### config.mk
export PLATFORM = sky130hd
export DESIGN_NAME = rgb_pwm_engine
export DESIGN_NICKNAME = d
export VERILOG_FILES = /design/src/rtl/rgb_pwm_engine.sv
export SDC_FILE = /design/constraint.sdc
export NUM_CORES = 1
export LEC_CHECK = 0
export CORE_MARGIN = 5
export CORE_UTILIZATION = 55
export CTS_CLUSTER_SIZE = 12
export DETAILED_ROUTE_END_ITERATION = 10
export PLACE_DENSITY = 0.87
export SYNTH_ARGS = -nofsm -noshare
export SYNTH_HDL_FRONTEND = slang
export SYNTH_SLANG_ARGS = --single-unit
### constraint.sdc
create_clock -name clk -period 4 [get_ports clk]
set_clock_uncertainty 0.15 [all_clocks]
set_input_delay 0.8 -clock clk [delete_from_list [all_inputs] [get_ports clk]]
set_output_delay 0.8 -clock clk [all_outputs]
set_load 0.01 [all_outputs]
### src/rtl/rgb_pwm_engine.sv
// Multi-channel PWM engine: shared prescaled period counter, exact duty compare, double-buffered duties.
// Optional feature macro PWM_PHASE_STAGGER_EN: per-channel phase offsets to spread rising edges.
module rgb_pwm_engine #(
  parameter int unsigned CHANNELS = 3,
  parameter int unsigned WIDTH    = 8,
  parameter int unsigned PRESCALE = 1
) (
  input  logic                        clk,
  input  logic                        rst_n,
  input  logic                        enable,
  input  logic [CHANNELS*WIDTH-1:0]   duty_in,
  input  logic                        duty_load,
  output logic [CHANNELS-1:0]         pwm_out,
  output logic                        period_start,
  output logic                        update_done
);

  localparam int unsigned DW       = CHANNELS * WIDTH;
  localparam int unsigned PRE_W    = (PRESCALE > 1) ? $clog2(PRESCALE) : 1;
  localparam int unsigned FULL     = (1 << WIDTH) - 1;
  localparam logic [WIDTH-1:0] CNT_MAX  = WIDTH'(FULL - 1);
  localparam logic [PRE_W-1:0] PRE_LAST = PRE_W'(PRESCALE - 1);

  logic [PRE_W-1:0]    pre_q, pre_d;
  logic [WIDTH-1:0]    cnt_q, cnt_d;
  logic [DW-1:0]       active_q, active_d;
  logic [DW-1:0]       pending_q, pending_d;
  logic                pending_valid_q, pending_valid_d;
  logic [CHANNELS-1:0] pwm_q, pwm_d;
  logic                period_start_q, period_start_d;
  logic                update_done_q, update_done_d;

  logic                tick_c;
  logic                wrap_c;
  logic [CHANNELS-1:0][WIDTH-1:0] phase_c;

  assign tick_c = enable && (pre_q == PRE_LAST);
  assign wrap_c = tick_c && (cnt_q == CNT_MAX);

  // Prescaler and period counter; both park at zero while disabled.
  always_comb begin
    pre_d          = pre_q;
    cnt_d          = cnt_q;
    period_start_d = 1'b0;
    if (!enable) begin
      pre_d = '0;
      cnt_d = '0;
    end else if (tick_c) begin
      pre_d          = '0;
      cnt_d          = (cnt_q == CNT_MAX) ? '0 : WIDTH'(cnt_q + WIDTH'(1));
      period_start_d = (cnt_q == '0);
    end else begin
      pre_d = PRE_W'(pre_q + PRE_W'(1));
    end
  end

  // Double buffer: a strobe coincident with the wrap bypasses the pending stage.
  always_comb begin
    active_d        = active_q;
    pending_d       = pending_q;
    pending_valid_d = pending_valid_q;
    update_done_d   = 1'b0;
    if (wrap_c && duty_load) begin
      active_d        = duty_in;
      pending_d       = duty_in;
      pending_valid_d = 1'b0;
      update_done_d   = 1'b1;
    end else if (wrap_c && pending_valid_q) begin
      active_d        = pending_q;
      pending_valid_d = 1'b0;
      update_done_d   = 1'b1;
    end else if (duty_load) begin
      pending_d       = duty_in;
      pending_valid_d = 1'b1;
    end
  end

  genvar gi;
  generate
    for (gi = 0; gi < CHANNELS; gi++) begin : g_phase
`ifdef PWM_PHASE_STAGGER_EN
      localparam int unsigned OFF = gi * (FULL / CHANNELS);
      logic [WIDTH:0] sum_c;
      // Sum of two values below FULL never reaches 2*FULL, so one subtraction suffices.
      assign sum_c = {1'b0, cnt_q} + (WIDTH+1)'(OFF);
      assign phase_c[gi] = (sum_c >= (WIDTH+1)'(FULL)) ?
                           WIDTH'(sum_c - (WIDTH+1)'(FULL)) : WIDTH'(sum_c);
`else
      assign phase_c[gi] = cnt_q;
`endif
    end
  endgenerate

  // Duty compare; full-scale duty stays high because phase never exceeds FULL-1.
  always_comb begin
    pwm_d = '0;
    for (int i = 0; i < CHANNELS; i++) begin
      pwm_d[i] = enable && (phase_c[i] < active_q[i*WIDTH +: WIDTH]);
    end
  end

  always_ff @(posedge clk or negedge rst_n) begin
    if (!rst_n) begin
      pre_q           <= '0;
      cnt_q           <= '0;
      active_q        <= '0;
      pending_q       <= '0;
      pending_valid_q <= 1'b0;
      pwm_q           <= '0;
      period_start_q  <= 1'b0;
      update_done_q   <= 1'b0;
    end else begin
      pre_q           <= pre_d;
      cnt_q           <= cnt_d;
      active_q        <= active_d;
      pending_q       <= pending_d;
      pending_valid_q <= pending_valid_d;
      pwm_q           <= pwm_d;
      period_start_q  <= period_start_d;
      update_done_q   <= update_done_d;
    end
  end

  assign pwm_out      = pwm_q;
  assign period_start = period_start_q;
  assign update_done  = update_done_q;

endmodule
* After elaboration in Yosys (flattened, before gate mapping)
Cells that the tools add are included.
Storage, ports and cells: input bits 28, word-level logic and storage cells 46, register bits 63, output and inout bits 5
Cells by class: bitwise gates (word level) 1, order comparisons 3, eq/ne operators 3, reduce and logical (&&, ||, !) cells 12, $add $sub $neg 2, multiplexer cells 17
Operators by type and width (number):
- two-way mux 24 bit | 5
- < comparator 8 bit | 3
- two-way mux 8 bit | 3
- two-way mux 1 bit | 9
- adder 8 x 1 -> 8 bit, second input constant | 1
- == test 8 bit, second input constant | 1
- zero test 8 bit | 1
- logical AND 1 bit | 7
- nonzero test 2 bit | 2
- nonzero test 3 bit | 1
- inequality test 2 x 1 -> 1 bit, second input constant | 1
- inequality test 2 bit, second input constant | 1
- AND reduction 2 bit | 1
- adder 1 bit, second input constant | 1
- NOT 1 bit | 1

* Longest topological paths before layout
depth in word-level cells 6, mapped depth 8, gate-level depth less buffers 6

* Worst setup path before layout
Ideal clock, no wire load.
path type input -> register, start in enable, end reg active_q[10], cell stages on the path 7, path buffers 3, arrival 2.016 ns, required time 3.726 ns, setup slack 1.710 ns, setup time 0.124 ns, cells stage by stage buf_2 nand2b_1 or3_1 buf_6 buf_6 a22oi_1 nand2_1
On the way: cells in the longest elaborated chain, start to end 4, elaborated cells on any way between the ends 6, those cells by class mux: 1; reduce/logical: 5
Ends and longest elaborated chain:
- from (decl) | line 10 | input logic enable,
- logical AND 1 bit (*) | line 37 | assign tick_c = enable && (pre_q == PRE_LAST);
- logical AND 1 bit (*) | line 38 | assign wrap_c = tick_c && (cnt_q == CNT_MAX);
- logical AND 1 bit (on tied branches) | line 63, 68
- two-way mux 24 bit / nonzero test 2 bit (equally long branches)
- to (signal assigned) | line 115 | active_q <= active_d;
- to (decl) | line 26 | logic [DW-1:0] active_q, active_d;
Mark *: on every way between the ends. The rest lies on a longest branch, timed or not. A chain may end at the register's enable or synchronous reset.

* Worst setup path in the final report
start in enable, end reg active_q[19]
Same word-level chain as after synthesis.

==> impl_metrics.toml <==
[synth]
synth.distinct_cells = 35
muxShareOfSynthArea = 0.0822
synth_edf_count = 0
syn_inst = 299
ys_ff_latch = 63
synth_compound_area_frac = 0.172
syn_nets = 351
synthXorXnorAreaFrac = 0.00799
synthAdderAreaFrac = 0.0913
syn_avg_cell_area_um2 = 11.0
synthFlopType = "dfrtp_1"
syn_area_um2 = 3290
ys_seq_area_frac = 0.479
yosysWarnings = 0
yosys.area_share.simple = 0.110
synth-async-reset-ratio = 1.00
synth_top_family_by_area = "compound AO/OA/AOI/OAI gates"

[pwr]
power.density_nw_per_um2 = 382
p_int_mw = 1.10
power_frac_comb = 0.129
switchingPower_mw = 0.368
pwr-share-seq = 0.496
clockPowerShare = 0.375
sw_frac_of_total = 0.250
p_leak_nw = 1.83
irDropWorstVdd_uv = 253

[sta]
max_freq_mhz = 329
finalCriticalPeriod_ns = 3.04
slew_viol_final = 0
fin_crit_sh = 0.759
setup_violations = 0
fin_ws_ns = 0.964
worst_pin_slew_ns = 0.980
relSlewSlack = 0.347
rsz0062_at_grt = "false"
hold_violations = 0
finalSetupTns_ns = 0

[worst_setup_path]
crit_path_end_kind = "flip-flop"
path_depth = 5
critPathLaunchType = "input pin"
reg2reg_slack_ns = 1.38
crit_required_ns = 4.02
endpoint = "active_q[19]"
worstReg2RegStart = "cnt_q[0]"
critPathTopFamily = "simple AND/OR/NAND/NOR gates"
cp_data_arrival_time_ns = 3.06
path_max_fanout = 26
worst_r2r_path_depth = 6
setup.worst_path.start = "enable"
critical_path_buf_inv_count = 1
critPathSlowestCell = "or3_1"
crit_chain = "clkdlybuf4s50_1 > nand2b_1 > or3_1 > nor2_4 > o22ai_1"
critical-path-max-stage-delay_ns = 0.83
r2r_end = "active_q[19]"
path_class = "input pin to flip-flop"

[placed_design]
post-place-ws_ns = 0.662
port_buffers = 32
dp_hpwl_um = 5060
dp.cells = 397
gp_congestion = 0.892
placed_cell_area_um2 = 3660

[cts]
cts_buffers = 9
clk_latency_ns = 0.35
htreeDepth = 3
cts_tree = "yes"
cts_hold_buffers = 0
cts-root-buf = "clkbuf_8"
cts_setup_buffers = 0
clock_sinks = 63
clk_pin_slew_ns = 0.06
post_cts_resize_count = 0
clockBufferDepth = 2

[global_route]
gr-total-overflow = 0
grt_pass1_vias = 2586
grt_pass1_wl_um = 12200
grt_usage = 0.209
antenna_found_initial = 0
grt_max_degree = 43

[route]
vias = 2529
drc = 0
wirelength_um = 7210
firstDrtPassIters = 5
postRouteAntennaNets = 0
post_drt_wl_per_cell_um = 17.5
viasPerCell = 6.14
drtIter0Drc = 185

[floorplanning]
fp.dieW_um = 87.3
start_util = 0.562
die_area_um2 = 7630
pin_count = 33
core_area_um2 = 5850
fp.dieH_um = 87.3
num_rows = 28

[final_layout]
final_nets = 385
layout_common_cells = "63 x dfrtp_1, 31 x clkdlybuf4s50_1, 26 x inv_1, 26 x nand2_1"
utilization = 0.659
drive_gt1_frac = 0.148
final_area_um2 = 3850
final_common_cell = "dfrtp_1"
syn_to_final_growth_pct = 17.2
antennaDiodeCount = 0
finalNonFillerCells = 412

[run]
max_cap_viol_count = 0

[min_path]
hp-start = "pending_q[9]"
hold_path_class = "flip-flop to flip-flop"

[status]
status = "finished clean"
## registers in the layout, indices dropped and copies added, names as in the netlist
signal / cells
pending_q: 24
period_start: 1
active_q: 24
pwm_out: 3
cnt_q: 8
pending_valid_q: 1
pre_q: 1
update_done: 1
## final cells by class
| class | count | area, um^2 |
|---|---|---|
| Clock buffer | 11 | 151 |
| Clock inverter | 4 | 45.0 |
| Fill cell | 451 | 2000 |
| Inverter | 26 | 97.6 |
| Multi-Input combinational cell | 195 | 1530 |
| Sequential cell | 63 | 1580 |
| Tap cell | 75 | 93.8 |
| Timing Repair Buffer | 38 | 360 |
## routing by layer
layer	share of wire	vias to the layer above	GRT usage
met5	0	-	0
met3	0.047	18	0.0341
li1	-	1170	-
met2	0.53	77	0.358
met4	0.026	0	0.110
met1	0.40	1264	0.250
## how the worst min path moves through the flow
stage | cells past startpoint | endpoint | slack [ns]
global route | 1 | pending_q[9] | 0.38
detailed placement | 2 | active_q[11] | 0.35
CTS | 2 | active_q[11] | 0.36
global placement | 2 | active_q[11] | 0.34
finish | 1 | pending_q[9] | 0.36
floorplan | 2 | active_q[16] | 0.32
## synth_stat cells, types with 7 or more instances
master	n	share of area
a22oi_1	24	0.055
a31oi_1	7	0.013
a32oi_1	12	0.032
clkbuf_1	7	0.0080
dfrtp_1	63	0.48
ha_1	24	0.091
inv_1	26	0.030
mux2_2	24	0.082
nand2_1	26	0.030
nand2b_1	7	0.013
nand3_1	7	0.011
nor2_1	7	0.0080
o21ai_0	7	0.011
o22ai_1	10	0.019
## per-stage QoR
stage	hold slack (ns)	total power, mW
floorplan	0.319	0.845
finish	0.359	1.47
CTS	0.361	1.48
detailed placement	0.346	0.935
global route	0.381	1.54
global placement	0.336	0.918
## kinds of logic after synthesis
group,after synthesis
adder cells (fa/ha/maj),24
flip-flops,63
buffers and inverters,41
multiplexers,24
XOR/XNOR,3
other,1
AO/OA/AOI/OAI,78
AND/OR/NAND/NOR,65
## power by group through the flow
stage	registers (mW)	clock network, mW	logic [mW]
6_report	0.730	0.552	0.190
5_1_grt	0.738	0.587	0.211
4_1_cts	0.730	0.558	0.193
3_5_place_dp	0.742	0	0.192
3_3_place_gp	0.738	0	0.180
2_1_floorplan	0.724	0	0.121
Note: power is estimated with default switching activity, not from simulation.
==> RTL edit, RTL diff (same flow settings) <==
Add a define of `PWM_PHASE_STAGGER_EN`.
--- a/src/rtl/rgb_pwm_engine.sv
+++ b/src/rtl/rgb_pwm_engine.sv
@@ -1,5 +1,7 @@
 // Multi-channel PWM engine: shared prescaled period counter, exact duty compare, double-buffered duties.
 // Optional feature macro PWM_PHASE_STAGGER_EN: per-channel phase offsets to spread rising edges.
+`define PWM_PHASE_STAGGER_EN
+
 module rgb_pwm_engine #(
   parameter int unsigned CHANNELS = 3,
   parameter int unsigned WIDTH    = 8,
Check against the original RTL: no difference found for any inputs over 10 cycles, from zero or initial values and one cycle with rst_n low; that may be too few to reach the edited logic, so the function may still have changed.
==> RTL edit against the unedited design <==
First-iteration DRC count up 57%. Total power down 1.5%. Wire length up 19%. Setup slack worse by 0.42 ns. Cell area up 17%. Global-route usage down 0.13 points. Sequential power down 4.1%. Sequential cell count unchanged. Synthesized area up 20%. Critical path type is now reg2reg. Highest routed layer unchanged.
==> RTL edit: results (changes against the unedited design) <==
* Int Pwr at 1.11 mW (was 1.10 mW)
* Non-filler cells, final at 546 (was 412)
* Comb power at 0.175 mW (was 0.190 mW)
* # Post-CTS Setup Buffers at 0 (unchanged)
* Post-synth cell types at 56 (was 35)
* Psw at 0.343 mW (was 0.368 mW)
* Worst-Margin Slew at 0.890 ns (was 0.980 ns)
* Commonest cells post-synth: dfrtp_1, nand2_1, nor2_1, a21oi_1, inv_1 (was dfrtp_1, inv_1, nand2_1)
* CP required at 4.06 ns (was 4.02 ns)
* Ys Warns at 0 (unchanged)
* DRC marker count from the first detailed-route iteration at 290 (was 185)
* Number of global-route vias before repair at 3078 (was 2586)
* Critical-path top delay cell: dfrtp_1 (was or3_1)
* EDFF count, synth at 0 (unchanged)
* Worst-Skew Late Latency at 0.34 ns
* Post-Synth Adder-Cell Area at 0.0912 (was 0.0913)
* First-pass GRT wire length at 14600 µm (was 12200 µm)
* Clock network power at 0.576 mW (was 0.552 mW)
* Final wirelength at 8580 µm (was 7210 µm)
* GP Congestion at 0.937 (was 0.892)
* Seq/Total Area, Yosys at 0.399 (was 0.479)
* XOR/XNOR share of the synthesized area at 0.0333 (was 0.00799)
* Largest family of logic cells by synthesized area: simple AND/OR/NAND/NOR gates (was compound AO/OA/AOI/OAI gates)
* Syn_nets at 479 (was 351)
* Largest cells by area after synthesis: dfrtp_1, ha_1, mux2_2, nand2_1, a21oi_1 (was dfrtp_1, ha_1, mux2_2, a22oi_1, a32oi_1)
* IO buf count at 32 (unchanged)
* Setup Slack @ Placement at 0.634 ns (was 0.662 ns)
* CP max stage delay at 0.66 ns (was 0.83 ns)
* Share of layout cells above drive strength 1 at 0.118 (was 0.148)
* Worst-case clock buffer depth at 2 (unchanged)
* Mux cell area share after synthesis at 0.107 (was 0.0822)
* HP Class: reg2reg (unchanged)
* Post-cts resize count at 0 (unchanged)
* Status: finished, final reports clean (unchanged)
* VDD IR max at 295 µV (was 253 µV)
* Post-DP Area at 4300 µm² (was 3660 µm²)
* Max FO, Critical Path at 16 (was 26)
* Initial DRT Pass Iterations at 7 (was 5)
* Nets at 503 (was 385)
* Cells after Synth at 423 (was 299)
* GRT Overall Usage at 0.208 (was 0.209)
* DP Wirelength at 6170 µm (was 5060 µm)
* Dpl cells at 532 (was 397)
* Total clock buffers created by CTS at 9 (unchanged)
* Largest net degree at the start of global routing at 48 (was 43)
* Compound-Gate Fraction of Synth Area at 0.151 (was 0.172)
* Lkg Pwr at 2.05 nW (was 1.83 nW)
* Diodes inserted at 0 (unchanged)
* Via count at 3168 (was 2529)
* H-tree Lvls at 3 (unchanged)
[RTL edit: cell count changes in the layout (fill, tap and decap cells not counted), sizes merged, moves of 8 or more]
cell   delta
a22oi    -24
a21oi    +28
o22ai     -8
nor2     +24
xnor2    +12
a32oi    -12
nand2    +15
mux2i    +13
o21ai    +26
[RTL edit: path summary, 6_finish.rpt]
kind	to	slack, ns	cells after the start	start
max in group asynchronous	active_q[9]	2.45	2	rst_n
max	pwm_out[2]	0.54	14	cnt_q[2]
max reg2reg	pwm_out[2]	0.54	14	cnt_q[2]
min reg2reg	active_q[8]	0.34	1	active_q[8]
min	active_q[8]	0.34	1	active_q[8]
min in group asynchronous	active_q[12]	0.44	1	rst_n
[RTL edit: area by class of cell]
| class | count | area (µm²) |
|---|---|---|
| timing repair buffer | 36 | 345 |
| fill | 551 | 2410 |
| inverter | 30 | 113 |
| sequential | 63 | 1580 |
| clock buffer | 10 | 128 |
| tap | 96 | 120 |
| multi-input combinational | 307 | 2140 |
| clock inverter | 4 | 72.6 |
[RTL edit: per-layer routing]
metal  vias up  track usage  part of all wire
li1       1519            -                 -
met4         0       0.0697             0.022
met2       125        0.332              0.47
met1      1499        0.287              0.46
met3        25       0.0335             0.053
met5         -            0                 0
[RTL edit: critical path: cells and delay by family (launching register included)]
family	cells	cell delay, ns
adders and majority gates	2	0.65
AOI/OAI and AO/OA	6	1.10
DFF	1	0.66
and+or+nand+nor	6	0.76
[RTL edit: logic make-up after synthesis]
group | after synthesis
DFF | 63
xor gates and xnor gates | 15
AOI/OAI and AO/OA | 97
adders and majority gates | 29
other | 1
and+or+nand+nor | 126
buffers and inverters | 53
muxes | 39
